==> src/rtl/bgr_ctrl_pkg.sv <==
// Shared types and sizing helpers for the bandgap start-up sequencer.
package bgr_ctrl_pkg;

   typedef enum logic [2:0] {
      IDLE   = 3'd0,
      KICK   = 3'd1,
      SETTLE = 3'd2,
      CHECK  = 3'd3,
      READY  = 3'd4,
      FAULT  = 3'd5
   } bgr_state_t;

   localparam int unsigned RETRY_W = 4;

   function automatic int unsigned max3(input int unsigned a, input int unsigned b,
                                        input int unsigned c);
      int unsigned m;
      m = (a > b) ? a : b;
      return (m > c) ? m : c;
   endfunction

endpackage

==> src/rtl/sync_2ff.sv <==
// Two-flop synchronizer for a single asynchronous level, reset to 0.
module sync_2ff (
   input  logic clk,
   input  logic rst_n,
   input  logic d,
   output logic q
);

   logic meta;

   always_ff @(posedge clk or negedge rst_n) begin
      if (!rst_n) begin
         meta <= 1'b0;
         q    <= 1'b0;
      end else begin
         meta <= d;
         q    <= meta;
      end
   end

endmodule

==> src/rtl/bgr_startup_ctrl.sv <==
// Bandgap start-up sequencer: kicks the core with porst, qualifies vbg_ok,
// retries on loss of regulation and latches a fault once retries run out.
//
//   state  | meaning
//   IDLE   | waiting for en, all outputs low
//   KICK   | porst high, PULSE_CYCLES long
//   SETTLE | porst low, core settling for SETTLE_CYCLES
//   CHECK  | waiting for OK_FILTER consecutive ok_s highs, bounded by TIMEOUT_CYCLES
//   READY  | bgr_ready high, watching for OK_FILTER consecutive ok_s lows
//   FAULT  | retry budget spent, fault high until en drops
module bgr_startup_ctrl
   import bgr_ctrl_pkg::*;
#(
   parameter int unsigned PULSE_CYCLES   = 4,
   parameter int unsigned SETTLE_CYCLES  = 16,
   parameter int unsigned OK_FILTER      = 3,
   parameter int unsigned TIMEOUT_CYCLES = 32,
   parameter int unsigned MAX_RETRIES    = 2
) (
   input  logic               clk,
   input  logic               rst_n,
   input  logic               en,
   input  logic               vbg_ok,
   output logic               porst,
   output logic               bgr_ready,
   output logic               fault,
   output logic [RETRY_W-1:0] retry_cnt
);

   localparam int unsigned PHASE_MAX = max3(PULSE_CYCLES, SETTLE_CYCLES, TIMEOUT_CYCLES);
   localparam int unsigned PH_W      = $clog2(PHASE_MAX + 1);
   localparam int unsigned FLT_W     = $clog2(OK_FILTER + 1);

   // Phase counter runs down to zero; loading N-1 gives an N-cycle phase.
   localparam logic [PH_W-1:0]    PULSE_LD   = PH_W'(PULSE_CYCLES - 1);
   localparam logic [PH_W-1:0]    SETTLE_LD  = PH_W'(SETTLE_CYCLES - 1);
   localparam logic [PH_W-1:0]    TIMEOUT_LD = PH_W'(TIMEOUT_CYCLES - 1);
   localparam logic [FLT_W-1:0]   FLT_TC     = FLT_W'(OK_FILTER);
   localparam logic [RETRY_W-1:0] RETRY_MAX  = RETRY_W'(MAX_RETRIES);

   bgr_state_t       state;
   bgr_state_t       nxt_state;
   logic [PH_W-1:0]  ph_cnt;
   logic [FLT_W-1:0] flt_cnt;
   logic [FLT_W-1:0] flt_inc;
   logic             ok_s;
   logic             accept;
   logic             reject;
   logic             timeout;
   logic             retry_ok;
   logic             retry_take;

   sync_2ff u_sync_ok (
      .clk   (clk),
      .rst_n (rst_n),
      .d     (vbg_ok),
      .q     (ok_s)
   );

   always_comb begin
      flt_inc    = (flt_cnt == FLT_TC) ? flt_cnt : flt_cnt + 1'b1;
      accept     = (state == CHECK) && ok_s && (flt_inc == FLT_TC);
      reject     = (state == READY) && !ok_s && (flt_inc == FLT_TC);
      timeout    = (state == CHECK) && (ph_cnt == '0);
      retry_ok   = (retry_cnt < RETRY_MAX);
      retry_take = 1'b0;
      nxt_state  = state;
      case (state)
         IDLE:    if (en) nxt_state = KICK;
         KICK:    if (ph_cnt == '0) nxt_state = SETTLE;
         SETTLE:  if (ph_cnt == '0) nxt_state = CHECK;
         CHECK: begin
            // Accept outranks a timeout landing on the same cycle.
            if (accept) begin
               nxt_state = READY;
            end else if (timeout) begin
               nxt_state  = retry_ok ? KICK : FAULT;
               retry_take = retry_ok;
            end
         end
         READY: begin
            if (reject) begin
               nxt_state  = retry_ok ? KICK : FAULT;
               retry_take = retry_ok;
            end
         end
         FAULT:   nxt_state = FAULT;
         default: nxt_state = IDLE;
      endcase
      if (!en) begin
         nxt_state  = IDLE;
         retry_take = 1'b0;
      end
   end

   always_ff @(posedge clk or negedge rst_n) begin
      if (!rst_n) begin
         state     <= IDLE;
         ph_cnt    <= '0;
         flt_cnt   <= '0;
         retry_cnt <= '0;
         porst     <= 1'b0;
         bgr_ready <= 1'b0;
         fault     <= 1'b0;
      end else begin
         state     <= nxt_state;
         porst     <= (nxt_state == KICK);
         bgr_ready <= (nxt_state == READY);
         fault     <= (nxt_state == FAULT);

         if (!en)             retry_cnt <= '0;
         else if (retry_take) retry_cnt <= retry_cnt + 1'b1;

         if (nxt_state != state) begin
            case (nxt_state)
               KICK:    ph_cnt <= PULSE_LD;
               SETTLE:  ph_cnt <= SETTLE_LD;
               CHECK:   ph_cnt <= TIMEOUT_LD;
               default: ph_cnt <= '0;
            endcase
         end else if (ph_cnt != '0) begin
            ph_cnt <= ph_cnt - 1'b1;
         end

         // Filter tracks a run of highs in CHECK and a run of lows in READY.
         if (nxt_state != state)                  flt_cnt <= '0;
         else if (state == CHECK)                 flt_cnt <= ok_s ? flt_inc : '0;
         else if (state == READY)                 flt_cnt <= ok_s ? '0 : flt_inc;
         else                                     flt_cnt <= '0;
      end
   end

endmodule

==> config.mk <==
export PLATFORM = sky130hd
export DESIGN_NAME = bgr_startup_ctrl
export DESIGN_NICKNAME = d
export VERILOG_FILES = /design/src/rtl/bgr_ctrl_pkg.sv /design/src/rtl/sync_2ff.sv /design/src/rtl/bgr_startup_ctrl.sv
export SDC_FILE = /design/constraint.sdc
export NUM_CORES = 1
export LEC_CHECK = 0
export CAP_MARGIN = 20
export CORE_MARGIN = 2
export CORE_UTILIZATION = 50
export CTS_BUF_LIST = sky130_fd_sc_hd__clkbuf_8
export CTS_CLUSTER_SIZE = 14
export DETAILED_ROUTE_END_ITERATION = 8
export PLACE_DENSITY = 0.76
export SLEW_MARGIN = 5
export SYNTH_ARGS = -nofsm -noshare
export SYNTH_HDL_FRONTEND = slang
export SYNTH_SLANG_ARGS = --single-unit
==> constraint.sdc <==
create_clock -name clk -period 2.11 [get_ports clk]
set_input_delay 0.211 -clock clk [delete_from_list [all_inputs] [get_ports clk]]
set_output_delay 0.211 -clock clk [all_outputs]
set_load 0.005 [all_outputs]
==> results of run 1 <==
## metal layers
metal  vias to the layer above  global-route usage
met2                        64              0.4465
met1                       630              0.3233
met5                         -                   0
met3                        21             0.06215
li1                        576                   -
met4                         0              0.1923
## flip-flops by register name, summed over array words and instances (netlist names)
name / cells
bgr_ready: 1
fault: 1
flt_cnt: 2
ph_cnt: 6
porst: 1
retry_cnt: 4
state: 3
u_sync_ok.meta: 1
u_sync_ok.q: 1
## power groups by stage
stage	clock, mW	sequential [mW]	combinational (mW)
after floorplan	0	0.527	0.538
after global placement	0	0.530	0.845
after detailed placement	0	0.532	0.891
after CTS	0.253	0.529	1.07
after global routing	0.275	0.542	1.37
final	0.251	0.536	1.28
## critical path: cells and delay by family, from the launching register on
| kind | cells | cell delay [ns] |
|---|---|---|
| compound gates | 4 | 0.80 |
| fa+ha+maj | 1 | 0.15 |
| buf+inv | 1 | 0.10 |
| flops | 1 | 0.40 |
| simple gates | 2 | 0.81 |
## cell usage in the layout (no fill, tap or decap), types with 3 or more instances in the layout
cell type and instances:
sky130_fd_sc_hd__dfrtp_1 20, sky130_fd_sc_hd__o21ai_0 8, sky130_fd_sc_hd__buf_4 32, sky130_fd_sc_hd__nand2_1 11
sky130_fd_sc_hd__clkbuf_8 3, sky130_fd_sc_hd__nor3_1 5, sky130_fd_sc_hd__and3_1 3, sky130_fd_sc_hd__nand2b_1 6
sky130_fd_sc_hd__clkdlybuf4s50_1 10, sky130_fd_sc_hd__inv_2 3, sky130_fd_sc_hd__nor2_1 12, sky130_fd_sc_hd__a21oi_1 10
sky130_fd_sc_hd__nor2b_1 3, sky130_fd_sc_hd__inv_1 6
## worst min-delay path by stage
stage	startpoint	end	slack, ns	cells after the start
6_report	rst_n	retry_cnt[3]	0.28	2
5_1_grt	rst_n	retry_cnt[3]	0.32	2
4_1_cts	rst_n	retry_cnt[3]	0.29	2
3_5_place_dp	u_sync_ok.meta	u_sync_ok.q	0.34	0
3_3_place_gp	u_sync_ok.meta	u_sync_ok.q	0.33	0
2_1_floorplan	rst_n	bgr_ready	-0.08	0
## logic make-up after synthesis
group           synth area share
buf+inv                  0.04708
fa+ha+maj                0.02047
compound gates            0.2139
simple gates              0.2549
flops                     0.4094
mux                      0.02559
xor+xnor                 0.02866
## stage by stage
step | TNS (ns) | hold slack (ns) | power, mW
finish | -1.732 | 0.2811 | 2.066
global route | -2.568 | 0.3250 | 2.183
CTS | -0.6109 | 0.2904 | 1.854
detailed placement | -2.417 | 0.3364 | 1.423
global placement | -1.375 | 0.3349 | 1.375
floorplan | -0.3185 | -0.08459 | 1.064
## cell type report
| type | count | area share |
|---|---|---|
| inverters | 9 | 0.01941 |
| flip-flops and latches | 20 | 0.2876 |
| repair buffers | 43 | 0.2070 |
| clock buffers | 3 | 0.02372 |
| multi-input cells | 103 | 0.4421 |
| well taps | 28 | 0.02013 |
## repair_timing
action,4_1_cts,5_1_grt
setup endpoints to repair,14,14
endpoints found under the hold margin,0,0
hold buffers,0,0
buffers inserted,9,4
pin swaps,7,6
gates resized for setup,9,6
==> out/summary.md, run 1 <==
The finished cells cover 0.001740 mm^2. The final worst slack was -0.2107 ns. Setup repair after global routing could not meet its margin everywhere. The power per cell area was 1187 mW/mm^2. Final worst clock skew: 0.007290 ns.

At the end of the flow, the number of nets in the layout was 186. Including well taps, the total number of placed cells is 192. The flow ran to the end, but the final reports show violations. The final critical delay including setup and external delays came out at 2.321 ns. For the overall die area, the log shows 0.002856 mm^2. The source of the worst register-to-register timing path was ph_cnt[0].

The tools report the overall fraction of global-route tracks in use as 0.2776. Share of layout cells above drive strength 1: 0.3315. The root buffer selected by CTS is sky130_fd_sc_hd__clkbuf_8. The longest clock path from root to sink contains 2 buffers. The number of enable-type register cells in the synthesized netlist is 0. The effective utilization at floorplan was 0.5422.

The net switching power of the design was 0.7947 mW; the post-synthesis cell type count was 44. By count the netlist is led by sky130_fd_sc_hd__dfrtp_1 (20), sky130_fd_sc_hd__nor2_1 (13), sky130_fd_sc_hd__nand2_1 (12). Counting every instance in the synthesized netlist gives 138. The critical path required time was 2.30 ns. The worst register-to-register path ends at bgr_ready.

For the number of global-route vias before repair, the log shows 1180. The part of the Yosys area used for sequential elements is 0.4094, and the fraction of synthesis flops using an asynchronous set or reset pin is 1.000. The critical path goes through inv_2 > ha_4 > or4b_4 > nor4b_4 > o21ai_2 > a21o_1 > a221o_1 > a21oi_2.

For this design the top-level I/O count stands at 11. The total inserted antenna cells is 0. Sink count of the clock tree: 20. Net switching fraction of the power: 0.3847. In the final routed layout, each cell accounts on average for 18.17 um.

Yosys attributes the largest share of cell area to sky130_fd_sc_hd__dfrtp_1 (41%), sky130_fd_sc_hd__a21oi_1 (4.1%), sky130_fd_sc_hd__nor2_1 (4.0%), sky130_fd_sc_hd__nand2_1 (3.7%), sky130_fd_sc_hd__o21ai_0 (3.3%). The run gives 0 as the final-report hold violation count. For this block, wires on met1 add up to 1.512 mm. Wire segments on met3 add up to 204 um in the final route. The die is 53.45 um tall.

The number of antenna violations at the first check in global routing was 0; the cell count of the worst reg-to-reg path was 8. For the area of the multi-input gates, the log shows 769.5 um^2. Internal power comes to 1.271 mW. Headroom to the max-slew limit: 0.7223. Non-filler instance count after layout: 206. The logs give 57 for the violation count after the first detailed-routing iteration and 144 for the net count of the mapped netlist. Setup violations remaining at the end of the flow were counted as 13. Each instance of the synthesized netlist takes up on average 8.858 um^2.

The floorplan has 17 rows. The part of the cycle the worst path needs is 1.100, and the clock input transition at the sequential cells of the worst setup and hold paths is 0.08 ns. The post-route antenna net violation count was 0.

Launching element of the worst setup path: ph_cnt[0]. The run gives 1 as the maximum level of the CTS H-tree. The most used flip-flop cell after synthesis was sky130_fd_sc_hd__dfrtp_1. The highest metal layer carrying signal wires in the routed design is met4.

The placed wire-length estimate after detailed placement is 2.147 mm. Along the worst path, the maximum fanout reaches 4. The tools report the routability congestion estimate as 0.8975.

Summing every instance area after synthesis gives 0.001222 mm^2. Among all cell types in the netlist, the one instantiated most often is sky130_fd_sc_hd__dfrtp_1. The pre-CTS worst setup slack was -0.3047 ns. TritonCTS built the clock tree. The worst setup path is of the reg2reg kind.

For this run, design rule violations remaining after detail routing come to 0. The synthesized design spends more area on one cell type than any other, namely sky130_fd_sc_hd__dfrtp_1. The logs give 0.001511 mm^2 for the standard cell area after detailed placement and 1291 for the total number of vias. The static leakage power is 0.8035 nW. From synthesis to final layout, the design area changed by 42.37%. Entering global routing, the biggest net connects 21 pins.

The critical path's slowest cell was sky130_fd_sc_hd__or4b_4. The tools report the fmax as 430.9 MHz. The endpoint class of the critical path is a flip-flop. The worst stage delay on the critical path was 0.51 ns. The tools report the clock network fraction of design power as 0.121.

For the pin with the worst max-slew slack, the measured transition is 0.4166 ns. The worst path arrival time was 2.52 ns. Buffers placed on the I/O ports in this run total 10. Met2 wirelength from detailed routing: 1.845 mm. Max-cap violations in this run came to 0.

VDD sags by at most 0.9229 mV. The width of the die is 53.45 um. The total core area was 0.002255 mm^2; the register bit total from synthesis was 20. Register-to-register setup slack: -0.21 ns. The final reports fail on setup timing. Worst min-delay path category: in2async.

The run gives 0.260 as the sequential group share of total power. The tools report the register cell area after layout as 500.5 um^2. The worst setup path is launched from a flip-flop.

The via count normalized by instance count was 6.267. Yosys printed 0 warnings. For this run, the detailed router's first-pass iteration total came to 4.

Clock latency on the worst-skew pair, taken at its later pin, is 0.26 ns. The area share of the largest cell type after synthesis was 0.4094. The most critical setup path has its endpoint at bgr_ready. After detailed routing, the total wire length is 3.742 mm. The combinational power share was 0.619; the final max-slew violation count was 0. The first global-routing pass estimated 5.513 mm of wire. The run gives 0 as the global route total overflow.

The filler cells instantiated in the layout total 143. For the total CTS buffers, the log shows 3. Utilization after layout: 0.7719.
Power figures use the tool's default switching activity.
==> run 2, diff against run 1 <==
TNS_END_PERCENT = 5   (was default)
==> run 2 against run 1 <==
  * The flow still finishes with violations (setup timing)
  * Clock skew decreased by 0.0037 ns
  * First-iteration DRC count decreased by 5.3%
  * Critical path depth unchanged
  * Largest cell class unchanged
  * Setup slack improved by 0.013 ns
  * Sequential cell count unchanged
  * Final cell count decreased by 3.9%
  * Sequential share of layout area increased by 2.2 points
  * Via count decreased by 6.0%
==> out/summary.md, run 2 (synthesis gave the netlist of run 1 again) <==
The run gives 0 (unchanged) as the final-report hold violation count. The flow ran to the end, but the final reports show violations. The run gives 17 (unchanged) as the row count.

The clock input transition at the sequential cells of the worst setup and hold paths is 0.07 ns (about the same), and the reported max-cap violation count is 0 (unchanged). The run gives 13 (unchanged) as the number of setup violations in the final report. ph_cnt holds more flip-flops than any other register. The run gives 2 (unchanged) as the maximum buffer depth of the clock tree.

The post-route antenna net violation count came out at 0 (unchanged). Worst min-delay path category: in2async. The final worst slack was -0.1982 ns (+0.01253 ns); the part of the cycle the worst path needs was 1.094 (-0.005940).

The tools report the total negative slack as -1.174 ns (+0.5582 ns). The signal on the critical path passes through inv_2 > ha_4 > or4b_4 > or4_4 > o2111ai_2 > nand4bb_4 > a32oi_1 > o21bai_1. Number of global-route vias before repair: 1074 (-9.0%). The largest registers in the layout are ph_cnt x6, retry_cnt x4, state x3. The highest fanout seen on the critical path is 4 (unchanged). The net switching fraction of the power was 0.3923 (+0.007614); the overall die area was 0.002856 mm^2 (unchanged).

The final critical delay including setup and external delays was 2.308 ns (-0.01253 ns); the via count normalized by instance count was 6.131 (-2.2%). The post-placement cell count came out at 193 (+0.52%). Grouping stages by cell kind, the critical path spends the most delay in simple AND/OR/NAND/NOR gates. The tools report the internal power as 1.100 mW (-13%). The final max-slew violation count is 0 (unchanged), and the first-pass GRT wire length is 4.843 mm (-12%). The die extent in y is 53.45 um (unchanged). The final worst clock skew is 0.003638 ns (-0.003652 ns), and the routability congestion estimate is 0.8852 (-1.4%).

The transition time of the tightest slew-check pin works out to 0.4110 ns (-0.005607 ns). The standard cell area after detailed placement came out at 0.001509 mm^2 (-0.17%). The total core area is 0.002255 mm^2 (unchanged). The logs give 433.2 MHz (+0.54%) for the fmax and 0.136 (+0.015) for the clock network fraction of design power. The worst stage delay on the critical path is 0.52 ns (about the same). The violation count after the first detailed-routing iteration came out at 54 (-5.3%). The power per cell area is 1119 mW/mm^2 (-5.8%).

TritonCTS built the clock tree. The checks that failed: setup timing. Net switching power of the design: 0.7100 mW (-11%).

The residual DRC count was 0 (unchanged); the sink count of the clock tree was 20 (unchanged). The maximum level of the CTS H-tree came out at 1 (unchanged). Total inserted antenna cells: 0 (unchanged). Combinational power share: 0.565 (-0.054). Setup repair after global routing could not meet its margin everywhere.

The tools report the worst path arrival time as 2.44 ns (-0.08 ns). The tools report the critical path required time as 2.24 ns (-0.06 ns). The run gives 0.26 ns (about the same) as the clock latency of the later-clocked register in the worst-skew pair. The endpoint class of the critical path was a flip-flop.

The wire length per cell after detailed routing is 16.18 um (-11%), and the number of flip-flops under the largest register name is 6 (unchanged). In the layout the commonest cells are sky130_fd_sc_hd__buf_4 (24), sky130_fd_sc_hd__dfrtp_1 (20), sky130_fd_sc_hd__nand2_1 (12), sky130_fd_sc_hd__nor2_1 (12). The largest vdd supply drop is 0.7305 mV (-21%). Post-route worst hold slack: 0.2838 ns (+0.002671 ns). The maximum number of pins on one net before global-route repair was 21 (unchanged). The overall fraction of global-route tracks in use came out at 0.2388 (-0.03881). The tools report the count of boundary I/O pins as 11 (unchanged).

The synthesis-to-layout area growth came out at 32.34%. The root buffer selected by CTS was sky130_fd_sc_hd__clkbuf_8. Width of the die: 53.45 um (unchanged).

The logs give 0 (unchanged) for the global route total overflow and 4 (unchanged) for the first-pass iteration count of the detailed router. Total CTS buffers: 3 (unchanged). The sequential group share of total power was 0.299 (+0.039); the static leakage power was 0.7566 nW (-5.8%). The count of buffering cells on the critical path with inverters included is 1 (unchanged), and the number of antenna violations at the first check in global routing is 0 (unchanged). The number of buffers added on ports works out to 10 (unchanged). Final net count: 178 (-4.3%). The non-filler instance count after layout came out at 198 (-3.9%).

The kind of start point of the critical path was a flip-flop. The total routed wirelength is 3.203 mm (-14%), and the headroom to the max-slew limit is 0.7260 (+0.003738). The share of layout cells above drive strength 1 was 0.2588 (-0.07264). The total number of vias is 1214 (-6.0%), and the effective utilization at floorplan is 0.5422 (unchanged).

The largest individual stage delay along the critical path comes from the cell sky130_fd_sc_hd__or4_4. Final instance area: 0.001618 mm^2 (-7.0%). The critical setup path kind was reg2reg. The library cell used most frequently in the layout, excluding fill and tap cells, is sky130_fd_sc_hd__buf_4. Number of hold-repair buffers added at the cts stage: 0 (unchanged).

The placed wire-length estimate after detailed placement was 2.208 mm (+2.8%).
## run 2: timing repair
action,CTS,global route
hold endpoints to repair,0,0
setup buffers,1,1
endpoints found under the setup margin,14,15
gates resized for setup,8,3
pin swaps,1,4
## run 2: metrics by stage
stage / total power, mW / setup WS [ns] / utilization
2_1_floorplan: 1.051 / -0.1316 / -
3_3_place_gp: 1.372 / -0.1369 / 0.6693
3_5_place_dp: 1.420 / -0.2573 / 0.6693
4_1_cts: 1.740 / -0.1775 / 0.7048
5_1_grt: 1.920 / -0.2504 / 0.7175
6_report: 1.810 / -0.1982 / 0.7175
## run 2: per-layer routing
metal  GRT usage  share of wire
met5           0              0
met1      0.3339           0.40
met4     0.07265          0.014
met3     0.04520           0.10
met2      0.3704           0.48
## run 2: path summary, 6_finish.rpt
kind	startpoint	endpoint	slack, ns	depth (start not counted)
max in group asynchronous	rst_n	ph_cnt[3]	1.62	2
setup reg to reg	ph_cnt[1]	ph_cnt[1]	-0.20	8
hold / removal	rst_n	retry_cnt[3]	0.28	2
hold reg to reg	u_sync_ok.meta	u_sync_ok.q	0.36	0
min in group clk	u_sync_ok.meta	u_sync_ok.q	0.36	0
setup / recovery	ph_cnt[1]	ph_cnt[1]	-0.20	8
## run 2: cell type report
cell class	count	area (um^2)
Fill cell	156	636.9
Inverter	9	33.78
Sequential cell	20	500.5
Tap cell	28	35.03
Multi-Input combinational cell	103	715.7
Clock buffer	3	41.29
Timing Repair Buffer	35	291.5
## run 2: power groups by stage
stage               Clock, mW  Sequential [mW]  Combinational [mW]
floorplan                   0            0.525               0.526
global placement            0            0.530               0.842
detailed placement          0            0.534               0.886
CTS                     0.253            0.532               0.954
global route            0.274            0.544                1.10
finish                  0.246            0.540                1.02
